--- src/rtl/id_ex_stage_if.sv ---
// ID/EX pipeline-register bus: ID and WB inputs, EX outputs, hazard and perf status.
interface id_ex_stage_if #(
  parameter int unsigned DATA_W = 64,
  parameter int unsigned REG_AW = 5,
  parameter int unsigned CNT_W  = 32
);
  logic              id_valid;
  logic [REG_AW-1:0] id_rs1;
  logic [REG_AW-1:0] id_rs2;
  logic [REG_AW-1:0] id_rd;
  logic [DATA_W-1:0] id_readdata1;
  logic [DATA_W-1:0] id_readdata2;
  logic [DATA_W-1:0] id_imm;
  logic [7:0]        id_ctrl;
  logic              wb_reg_write;
  logic [REG_AW-1:0] wb_rd;
  logic [DATA_W-1:0] wb_write_data;
  logic              flush;
  logic              stall;
  logic              ex_valid;
  logic [REG_AW-1:0] ex_rs1;
  logic [REG_AW-1:0] ex_rs2;
  logic [REG_AW-1:0] ex_rd;
  logic [DATA_W-1:0] ex_readdata1;
  logic [DATA_W-1:0] ex_readdata2;
  logic [DATA_W-1:0] ex_imm;
  logic [7:0]        ex_ctrl;
  logic [CNT_W-1:0]  stall_count;
  logic [CNT_W-1:0]  flush_count;

  // Upstream/control side: presents the ID instruction and WB write, observes EX state
  modport master (
    output id_valid, id_rs1, id_rs2, id_rd, id_readdata1, id_readdata2, id_imm, id_ctrl,
    output wb_reg_write, wb_rd, wb_write_data, flush,
    input  stall, ex_valid, ex_rs1, ex_rs2, ex_rd, ex_readdata1, ex_readdata2, ex_imm,
    input  ex_ctrl, stall_count, flush_count
  );

  // Pipeline register side
  modport slave (
    input  id_valid, id_rs1, id_rs2, id_rd, id_readdata1, id_readdata2, id_imm, id_ctrl,
    input  wb_reg_write, wb_rd, wb_write_data, flush,
    output stall, ex_valid, ex_rs1, ex_rs2, ex_rd, ex_readdata1, ex_readdata2, ex_imm,
    output ex_ctrl, stall_count, flush_count
  );
endinterface

--- src/rtl/id_ex_stage.sv ---
// ID/EX pipeline register with WB-to-ID bypass, load-use stall detection,
// flush bubbles and saturating stall/flush counters.
module id_ex_stage #(
  parameter int unsigned DATA_W = 64,
  parameter int unsigned REG_AW = 5,
  parameter int unsigned CNT_W  = 32
) (
  input logic           clk,
  input logic           reset,
  id_ex_stage_if.slave  bus
);
  localparam int unsigned MemReadBit = 6;

  logic              ex_valid_q, ex_valid_d;
  logic [REG_AW-1:0] ex_rs1_q, ex_rs1_d;
  logic [REG_AW-1:0] ex_rs2_q, ex_rs2_d;
  logic [REG_AW-1:0] ex_rd_q, ex_rd_d;
  logic [DATA_W-1:0] ex_rdata1_q, ex_rdata1_d;
  logic [DATA_W-1:0] ex_rdata2_q, ex_rdata2_d;
  logic [DATA_W-1:0] ex_imm_q, ex_imm_d;
  logic [7:0]        ex_ctrl_q, ex_ctrl_d;
  logic [CNT_W-1:0]  stall_cnt_q, stall_cnt_d;
  logic [CNT_W-1:0]  flush_cnt_q, flush_cnt_d;

  logic              stall;
  logic [DATA_W-1:0] op1, op2;

  // Load-use hazard: EX load targets a register the ID instruction reads; flush overrides
  always_comb begin
    stall = bus.id_valid && ex_valid_q && ex_ctrl_q[MemReadBit] && (ex_rd_q != '0) &&
            ((ex_rd_q == bus.id_rs1) || (ex_rd_q == bus.id_rs2)) && !bus.flush;
  end

  // WB-to-ID bypass: register file write is not yet visible at its read ports; x0 never bypassed
  always_comb begin
    op1 = bus.id_readdata1;
    op2 = bus.id_readdata2;
    if (bus.wb_reg_write && (bus.wb_rd != '0) && (bus.wb_rd == bus.id_rs1)) begin
      op1 = bus.wb_write_data;
    end
    if (bus.wb_reg_write && (bus.wb_rd != '0) && (bus.wb_rd == bus.id_rs2)) begin
      op2 = bus.wb_write_data;
    end
  end

  // Next EX state: bubble on flush or stall, otherwise capture the ID instruction
  always_comb begin
    ex_valid_d  = 1'b0;
    ex_rs1_d    = '0;
    ex_rs2_d    = '0;
    ex_rd_d     = '0;
    ex_rdata1_d = '0;
    ex_rdata2_d = '0;
    ex_imm_d    = '0;
    ex_ctrl_d   = '0;
    if (!bus.flush && !stall) begin
      ex_valid_d  = bus.id_valid;
      ex_rs1_d    = bus.id_rs1;
      ex_rs2_d    = bus.id_rs2;
      ex_rd_d     = bus.id_rd;
      ex_rdata1_d = op1;
      ex_rdata2_d = op2;
      ex_imm_d    = bus.id_imm;
      ex_ctrl_d   = bus.id_valid ? bus.id_ctrl : 8'h00;
    end
  end

  // Saturating performance counters
  always_comb begin
    stall_cnt_d = stall_cnt_q;
    flush_cnt_d = flush_cnt_q;
    if (stall && (stall_cnt_q != '1)) begin
      stall_cnt_d = stall_cnt_q + CNT_W'(1);
    end
    if (bus.flush && (flush_cnt_q != '1)) begin
      flush_cnt_d = flush_cnt_q + CNT_W'(1);
    end
  end

  // Pipeline and counter state
  always_ff @(posedge clk or negedge reset) begin
    if (!reset) begin
      ex_valid_q  <= 1'b0;
      ex_rs1_q    <= '0;
      ex_rs2_q    <= '0;
      ex_rd_q     <= '0;
      ex_rdata1_q <= '0;
      ex_rdata2_q <= '0;
      ex_imm_q    <= '0;
      ex_ctrl_q   <= '0;
      stall_cnt_q <= '0;
      flush_cnt_q <= '0;
    end else begin
      ex_valid_q  <= ex_valid_d;
      ex_rs1_q    <= ex_rs1_d;
      ex_rs2_q    <= ex_rs2_d;
      ex_rd_q     <= ex_rd_d;
      ex_rdata1_q <= ex_rdata1_d;
      ex_rdata2_q <= ex_rdata2_d;
      ex_imm_q    <= ex_imm_d;
      ex_ctrl_q   <= ex_ctrl_d;
      stall_cnt_q <= stall_cnt_d;
      flush_cnt_q <= flush_cnt_d;
    end
  end

  assign bus.stall        = stall;
  assign bus.ex_valid     = ex_valid_q;
  assign bus.ex_rs1       = ex_rs1_q;
  assign bus.ex_rs2       = ex_rs2_q;
  assign bus.ex_rd        = ex_rd_q;
  assign bus.ex_readdata1 = ex_rdata1_q;
  assign bus.ex_readdata2 = ex_rdata2_q;
  assign bus.ex_imm       = ex_imm_q;
  assign bus.ex_ctrl      = ex_ctrl_q;
  assign bus.stall_count  = stall_cnt_q;
  assign bus.flush_count  = flush_cnt_q;
endmodule

--- src/flat_wrapper.sv ---
// flat-port wrapper written by rule: the top's interface ports become plain ports
module id_ex_stage_flat 
#(
  parameter int unsigned DATA_W = 64,
  parameter int unsigned REG_AW = 5,
  parameter int unsigned CNT_W  = 32
)
  (clk, reset, bus_id_valid, bus_id_rs1, bus_id_rs2, bus_id_rd, bus_id_readdata1, bus_id_readdata2, bus_id_imm, bus_id_ctrl, bus_wb_reg_write, bus_wb_rd, bus_wb_write_data, bus_flush, bus_stall, bus_ex_valid, bus_ex_rs1, bus_ex_rs2, bus_ex_rd, bus_ex_readdata1, bus_ex_readdata2, bus_ex_imm, bus_ex_ctrl, bus_stall_count, bus_flush_count);
  id_ex_stage_if #(.DATA_W(DATA_W), .REG_AW(REG_AW), .CNT_W(CNT_W)) bus_i ();
  input logic clk;
  input logic reset;
  input wire logic [$bits(bus_i.id_valid)-1:0] bus_id_valid;
  input wire logic [$bits(bus_i.id_rs1)-1:0] bus_id_rs1;
  input wire logic [$bits(bus_i.id_rs2)-1:0] bus_id_rs2;
  input wire logic [$bits(bus_i.id_rd)-1:0] bus_id_rd;
  input wire logic [$bits(bus_i.id_readdata1)-1:0] bus_id_readdata1;
  input wire logic [$bits(bus_i.id_readdata2)-1:0] bus_id_readdata2;
  input wire logic [$bits(bus_i.id_imm)-1:0] bus_id_imm;
  input wire logic [$bits(bus_i.id_ctrl)-1:0] bus_id_ctrl;
  input wire logic [$bits(bus_i.wb_reg_write)-1:0] bus_wb_reg_write;
  input wire logic [$bits(bus_i.wb_rd)-1:0] bus_wb_rd;
  input wire logic [$bits(bus_i.wb_write_data)-1:0] bus_wb_write_data;
  input wire logic [$bits(bus_i.flush)-1:0] bus_flush;
  output wire logic [$bits(bus_i.stall)-1:0] bus_stall;
  output wire logic [$bits(bus_i.ex_valid)-1:0] bus_ex_valid;
  output wire logic [$bits(bus_i.ex_rs1)-1:0] bus_ex_rs1;
  output wire logic [$bits(bus_i.ex_rs2)-1:0] bus_ex_rs2;
  output wire logic [$bits(bus_i.ex_rd)-1:0] bus_ex_rd;
  output wire logic [$bits(bus_i.ex_readdata1)-1:0] bus_ex_readdata1;
  output wire logic [$bits(bus_i.ex_readdata2)-1:0] bus_ex_readdata2;
  output wire logic [$bits(bus_i.ex_imm)-1:0] bus_ex_imm;
  output wire logic [$bits(bus_i.ex_ctrl)-1:0] bus_ex_ctrl;
  output wire logic [$bits(bus_i.stall_count)-1:0] bus_stall_count;
  output wire logic [$bits(bus_i.flush_count)-1:0] bus_flush_count;
  assign bus_i.id_valid = bus_id_valid;
  assign bus_i.id_rs1 = bus_id_rs1;
  assign bus_i.id_rs2 = bus_id_rs2;
  assign bus_i.id_rd = bus_id_rd;
  assign bus_i.id_readdata1 = bus_id_readdata1;
  assign bus_i.id_readdata2 = bus_id_readdata2;
  assign bus_i.id_imm = bus_id_imm;
  assign bus_i.id_ctrl = bus_id_ctrl;
  assign bus_i.wb_reg_write = bus_wb_reg_write;
  assign bus_i.wb_rd = bus_wb_rd;
  assign bus_i.wb_write_data = bus_wb_write_data;
  assign bus_i.flush = bus_flush;
  assign bus_stall = bus_i.stall;
  assign bus_ex_valid = bus_i.ex_valid;
  assign bus_ex_rs1 = bus_i.ex_rs1;
  assign bus_ex_rs2 = bus_i.ex_rs2;
  assign bus_ex_rd = bus_i.ex_rd;
  assign bus_ex_readdata1 = bus_i.ex_readdata1;
  assign bus_ex_readdata2 = bus_i.ex_readdata2;
  assign bus_ex_imm = bus_i.ex_imm;
  assign bus_ex_ctrl = bus_i.ex_ctrl;
  assign bus_stall_count = bus_i.stall_count;
  assign bus_flush_count = bus_i.flush_count;
  id_ex_stage #(.DATA_W(DATA_W), .REG_AW(REG_AW), .CNT_W(CNT_W)) u_core (.clk(clk), .reset(reset), .bus(bus_i));
endmodule
--- config.mk ---
export PLATFORM = sky130hd
export DESIGN_NAME = id_ex_stage_flat
export DESIGN_NICKNAME = d
export VERILOG_FILES = /design/src/rtl/id_ex_stage_if.sv /design/src/rtl/id_ex_stage.sv /design/src/flat_wrapper.sv
export SDC_FILE = /design/constraint.sdc
export NUM_CORES = 1
export LEC_CHECK = 0
export ABC_CLOCK_PERIOD_IN_PS = 3200
export CAP_MARGIN = 30
export CORE_AREA = 2 2 220 222
export CTS_CLUSTER_DIAMETER = 100
export DETAILED_ROUTE_END_ITERATION = 10
export DIE_AREA = 0 0 222 224
export PLACE_DENSITY = 0.64
export SYNTH_ARGS = -nofsm -noshare
export SYNTH_HDL_FRONTEND = slang
export SYNTH_SLANG_ARGS = --single-unit
--- constraint.sdc ---
create_clock -name clk -period 3.2 [get_ports clk]
set_clock_uncertainty 0.05 [all_clocks]
set_input_delay 0.64 -clock clk [delete_from_list [all_inputs] [get_ports clk]]
set_output_delay 0.64 -clock clk [all_outputs]
set_load 0.02 [all_outputs]
==> qor.csv, run 1 <==
stage;metric;value;unit
logic_synthesis;Yosys top cell by area;dfrtp_1;
worst_setup_path;Worst Path Required;2.51;ns
detailed_routing;1st-iter DRT viols;635;
logic_synthesis;synth cell count leaders;280 x dfrtp_1, 280 x nand2_1, 128 x a21oi_1, 82 x and2_1, 42 x xnor2_1;
global_routing;Congestion Overflow GR;0;
logic_synthesis;mux cell area share after synthesis;0.00202;
global_routing;pin count of the biggest net entering global routing;81;
worst_setup_path;worst reg2reg path endpoint;u_core.bus.ex_readdata1[16];
finish;NumNets Final;1957;
worst_setup_path;r2r setup slk;0.61;ns
logic_synthesis;Synth Area in Compound Gates;0.0663;
sta;fin crit share;0.930;
worst_hold_path;worst hold path class;input port to asynchronous set/reset pin;
worst_setup_path;startpoint types;input port;
worst_setup_path;critical path data arrival time;2.28;ns
worst_setup_path;cells on worst reg2reg path;8;
worst_setup_path;Crit. End Element;output pin;
sta;Max-slew headroom;0.531;
logic_synthesis;yosys synthesis warning count;0;
floorplanning;IO Count;570;
power_and_ir_drop;Switch Pwr;0.00232;W
run;Max Cap Viol;0;
global_routing;GR peak layer;met2;
finish;layout cell share with drive strength beyond 1;0.0770;
logic_synthesis;Mapped Nets;1348;
logic_synthesis;ranking of synthesized cells by area;dfrtp_1 63%, nand2_1 9.4%, a21oi_1 5.8%, and2_1 4.6%, xnor2_1 3.3%;
cts;CTS H-tree depth;1;
logic_synthesis;#FFs+latches synth;280;
detailed_routing;first drt pass iteration count;5;
cts;CTS clock-pin slew for the worst setup and hold paths;0.06;ns
worst_setup_path;crit path max fanout;2;
logic_synthesis;ys async rst share;1.00;
global_routing;first-pass GRT wire length;65.4;mm
logic_synthesis;Synth Area in Adders;0.00225;
finish;Layout Utilization;0.403;
logic_synthesis;post-synthesis sequential area ratio;0.630;
logic_synthesis;main combinational cell family by area after synthesis;simple AND/OR/NAND/NOR gates;
run_status;status;completed;
worst_setup_path;CP Class;input port to output pin;
logic_synthesis;EDFF count, synth;0;
sta;RSZ-0062 raised after global routing;false;
logic_synthesis;synthesized instance count;1057;
detailed_routing;vias;10065;
cts;latest clock arrival within the worst-skew pair;0.58;ns
detailed_routing;post-route ant nets;0;
power_and_ir_drop;Clock power frac;0.407;
floorplanning;Rows;80;
finish;Area Growth Syn to Fin;71.5;%
cts;CTS tree;done;
global_routing;global routing met3 resource utilization;0.0539;
logic_synthesis;Synth Flop Type;dfrtp_1;
power_and_ir_drop;Logic pwr share;0.169;
sta;fmax;0.336;GHz
power_and_ir_drop;sw frac;0.255;
placement;gp weighted congestion;0.884;
floorplanning;Initial Utilization;0.235;
floorplanning;Die H;224;µm
cts;Longest Clk Path Bufs;3;
power_and_ir_drop;Int Power;0.00677;W
power_and_ir_drop;Max VDD drop;0.000319;V
cts;Setup Buffers After CTS;0;
global_routing;met2 usage;0.305;
logic_synthesis;Synth cell types;43;
sta;fin. max-slew vios;0;
logic_synthesis;Post-Synth Simple-Gate Area;0.214;
floorplanning;Die Width;222;µm
detailed_routing;Remaining DRCs;0;
cts;Sink Count;280;
sta;Final Hold Viols;0;
sta;hold_ws;0.0117;ns
logic_synthesis;post-synth top area share;0.630;
cts;CTS Root Cell;clkbuf_16;
logic_synthesis;XOR/XNOR Fraction of Synth Area;0.0638;
sta;crit path time final;2.97;ns
floorplanning;CORE AREA;47300;µm²
global_routing;GRT Overall Usage;0.171;
logic_synthesis;Post-Syn Area;11100;µm²
power_and_ir_drop;leakage power;8.35;nW
logic_synthesis;average size of a mapped cell;10.5;µm²
sta;Worst-Margin Slew;0.704;ns
detailed_routing;drt total wl;43.7;mm
detailed_routing;Routed WL per cell;18.9;µm
power_and_ir_drop;Reg power frac;0.424;
power_and_ir_drop;total power;0.00908;W
global_routing;routing usage on met1;0.196;
placement;DPL Wire Length;33.9;mm
global_routing;initial antenna violation count;5;
placement;IO Port Bufs;569;
global_routing;number of global-route vias before repair;10585;
power_and_ir_drop;PwrDens;476;nW/µm²
sta;final setup fails;0;
worst_setup_path;reg-to-reg startpoint;u_core.bus.ex_rd[0];
floorplanning;die area;49700;µm²
cts;CTS buffer count;31;
detailed_routing;Via-to-Cell Ratio;4.37;
==> per-layer routing <==
layer	up-vias	wire, µm	share of wire
met5	-	25	0.00057
met4	4	1030	0.024
met3	61	3670	0.084
met2	415	22200	0.51
met1	4903	16800	0.38
li1	4682	-	-
==> critical path, stage by stage <==
cell,delay (ns)
clkdlybuf4s50_1,0.47
xor2_1,0.17
nor3_1,0.26
buf_4,0.18
a22oi_1,0.09
nor3_1,0.24
clkbuf_2,0.23
==> state kept, by name, summed over array words and instances (netlist names), 8 cells and up <==
register                 flops
u_core.bus.ex_readdata1     64
u_core.bus.flush_count      32
u_core.bus.stall_count      32
u_core.bus.ex_imm           64
u_core.bus.ex_readdata2     64
u_core.bus.ex_ctrl           8
==> kinds of logic (layout without fill, tap and decap cells) <==
group                      Yosys count  after routing
and+or+nand+nor                    497            497
DFF                                280            280
AOI/OAI and AO/OA                  137            137
xor gates and xnor gates            81             81
buffers and inverters               58            690
adders and majority gates            2              2
muxes                                2              2
other                                0              1
==> placed cells by master, fill, tap and decap left out, drive strengths merged, types with 4 or more instances in the layout <==
master / count
or4: 4
nand2: 280
clkbuf: 42
and3: 20
inv: 7
buf: 59
bufinv: 4
dfrtp: 280
nand4: 24
a21oi: 128
nor3: 15
clkdlybuf4s50: 567
xnor2: 42
clkinv: 10
xor2: 39
and2: 82
nor4: 8
and4: 9
nor2: 22
nand3: 23
==> through the flow <==
step / setup WS [ns] / std cells / cell area (µm²) / setup TNS [ns]
finish: 0.225 / 2305 / 19100 / 0
CTS: 0.00762 / 2304 / 19100 / 0
floorplan: 0.781 / 1057 / 11100 / 0
global route: 0.0871 / 2305 / 19100 / 0
detailed placement: -0.280 / 2248 / 18000 / -0.280
global placement: -0.348 / 2248 / 18000 / -0.348
==> layout make-up <==
type	instances	area (µm²)
clock buffers	41	873
inverters	7	26.3
flip-flops and latches	280	7010
multi-input cells	719	3910
fillers	4629	28300
repair buffers	627	6320
clock inverters	15	181
diodes	1	2.50
well taps	615	769
==> timing repair <==
item                       4_1_cts  5_1_grt
hold buffers                     0        0
gates resized for setup          2        2
setup endpoints to repair        1        1
==> power groups by stage <==
stage | clock network, W | registers (W) | logic [W]
after detailed placement | 0 | 0.00392 | 0.00155
after global routing | 0.00393 | 0.00387 | 0.00163
after global placement | 0 | 0.00391 | 0.00154
after floorplan | 0 | 0.00413 | 0.000270
after CTS | 0.00379 | 0.00386 | 0.00156
final | 0.00370 | 0.00385 | 0.00153
==> worst max-delay path by stage <==
stage                            to  slack, ns     startpoint  cells after the start
after detailed placement  bus_stall      -0.28  bus_id_rs1[2]                      7
final                     bus_stall       0.23  bus_id_rs1[2]                      7
after CTS                 bus_stall      0.008  bus_id_rs1[2]                      7
after global placement    bus_stall      -0.35  bus_id_rs1[2]                      7
after floorplan           bus_stall       0.78  bus_id_rs1[2]                      4
after global routing      bus_stall       0.09  bus_id_rs1[2]                      7
Note: power is estimated with default switching activity, not from simulation.
==> run 2: changes to the inputs <==
--- a/config.mk
+++ b/config.mk
@@ -12,6 +12,7 @@
 export DETAILED_ROUTE_END_ITERATION = 10
 export DIE_AREA = 0 0 222 224
 export PLACE_DENSITY = 0.64
+export SETUP_SLACK_MARGIN = 0.4
 export SYNTH_ARGS = -nofsm -noshare
 export SYNTH_HDL_FRONTEND = slang
 export SYNTH_SLANG_ARGS = --single-unit
==> qor.csv, run 2 (synthesis results as in run 1) <==
stage;metric;value;unit
power_and_ir_drop;Max VDD drop;0.000321;V
cts;Sink Count;280;
worst_setup_path;CP max-delay cell;or4_4;
cts;cts hold-fix bufs;0;
cts;CTS buffer count;31;
sta;hold_ws;0.0228;ns
worst_setup_path;startpoint types;register;
finish;most common cell after layout, fill and taps aside;clkdlybuf4s50_1;
global_routing;Congestion Overflow GR;0;
worst_setup_path;critical path, cell by cell;or4_4 > o2111ai_4 > nor3_2 > buf_4;
global_routing;initial antenna violation count;5;
worst_setup_path;crit-path max cell delay;0.57;ns
sta;fin crit share;0.864;
detailed_routing;post-route ant nets;0;
run_status;status;completed;
detailed_routing;vias;10106;
floorplanning;IO Count;570;
floorplanning;Initial Utilization;0.235;
floorplanning;Rows;80;
detailed_routing;Via-to-Cell Ratio;4.38;
global_routing;GRT Overall Usage;0.171;
detailed_routing;Routed WL per cell;19.0;µm
sta;final setup fails;0;
detailed_routing;Remaining DRCs;0;
global_routing;pin count of the biggest net entering global routing;81;
power_and_ir_drop;PwrDens;475;nW/µm²
finish;NumNets Final;1960;
sta;Max-slew headroom;0.533;
finish;Layout Utilization;0.405;
cts;CTS tree;done;
floorplanning;CORE AREA;47300;µm²
finish;Storage cell area;7010;µm²
sta;RSZ-0062 raised after global routing;true;
sta;TNS Setup;0;ns
worst_setup_path;Crit. End Element;output pin;
power_and_ir_drop;leakage power;8.36;nW
detailed_routing;first drt pass iteration count;5;
sta;fmax;0.362;GHz
detailed_routing;drt total wl;43.8;mm
finish;most frequent cells in the layout;567 x clkdlybuf4s50_1, 280 x nand2_1, 276 x dfrtp_1, 128 x a21oi_1, 82 x and2_1;
run;Max Cap Viol;0;
sta;crit path time final;2.77;ns
worst_setup_path;crit path max fanout;4;
finish;area of the multi-input gates;3940;µm²
global_routing;first-pass GRT wire length;65.5;mm
cts;Longest Clk Path Bufs;3;
detailed_routing;1st-iter DRT viols;649;
finish;layout cell share with drive strength beyond 1;0.0839;
worst_setup_path;critical path data arrival time;2.08;ns
finish;FILL cells;4619;
floorplanning;Die Width;222;µm
floorplanning;die area;49700;µm²
cts;CTS H-tree depth;1;
cts;CTS clock-pin slew for the worst setup and hold paths;0.07;ns
placement;IO Port Bufs;569;
placement;DPL Wire Length;33.9;mm
sta;Final Hold Viols;0;
cts;latest clock arrival within the worst-skew pair;0.57;ns
sta;Worst-Margin Slew;0.700;ns
worst_hold_path;worst hold path class;input port to asynchronous set/reset pin;
sta;fin. max-slew vios;0;
sta;slack of the critical path;0.434;ns
placement;gp weighted congestion;0.884;
global_routing;number of global-route vias before repair;10615;
finish;Area Growth Syn to Fin;72.1;%
placement;post-place setup slack;-0.280;ns
floorplanning;Die H;224;µm
cts;CTS Root Cell;clkbuf_16;
worst_setup_path;CP Class;register to output pin;
worst_setup_path;Worst Path Required;2.51;ns
## run 2: per-layer routing
layer,part of all wire,track usage
met3,0.084,0.0536
met1,0.38,0.196
met5,0.00059,0
met2,0.51,0.306
met4,0.024,0.0486
## run 2: final timing paths
path | slack (ns) | endpoint | from | cells after the start
setup / recovery | 0.43 | bus_stall | u_core.bus.ex_rd[4] | 4
hold / removal | 0.02 | u_core.bus.ex_ctrl[4] | reset | 1
setup reg to reg | 0.63 | u_core.bus.ex_readdata1[16] | u_core.bus.ex_rd[4] | 9
hold reg to reg | 0.45 | u_core.bus.stall_count[31] | u_core.bus.stall_count[31] | 1
max in group asynchronous | 2.17 | u_core.bus.stall_count[16] | reset | 3
min in group clk | 0.45 | u_core.bus.stall_count[31] | u_core.bus.stall_count[31] | 1
## run 2: critical path, delay by kind of cell, from the launching register on
kind | cells | cell delay (ns)
compound gates | 1 | 0.22
buf+inv | 1 | 0.17
flops | 1 | 0.46
simple gates | 2 | 0.65
## run 2: final cells by class
| type | count | area share |
|---|---|---|
| antenna | 1 | 0.000131 |
| clock buffer | 41 | 0.0456 |
| clock inverter | 15 | 0.00947 |
| inverter | 7 | 0.00137 |
| multi-input combinational | 719 | 0.206 |
| sequential | 280 | 0.366 |
| tap | 615 | 0.0402 |
| timing repair buffer | 630 | 0.331 |
## run 2: through the flow
step                      instance area (µm²)  power [W]  std cells
final                                   19200    0.00909       2308
after global routing                    19200    0.00944       2308
after CTS                               19100    0.00921       2306
after detailed placement                18000    0.00547       2248
after global placement                  18000    0.00545       2248
after floorplan                         11100    0.00440       1057
## run 2: report_power, final
group          total, W  switching (W)  internal, W
logic           0.00154       0.000725     0.000815
registers       0.00385       0.000124      0.00373
clock network   0.00369        0.00147      0.00222
## run 2: what timing repair did
item	4_1_cts	5_1_grt
setup endpoints to repair	1	1
resized for setup	15	1
setup buffers	2	1
pin swaps	3	2
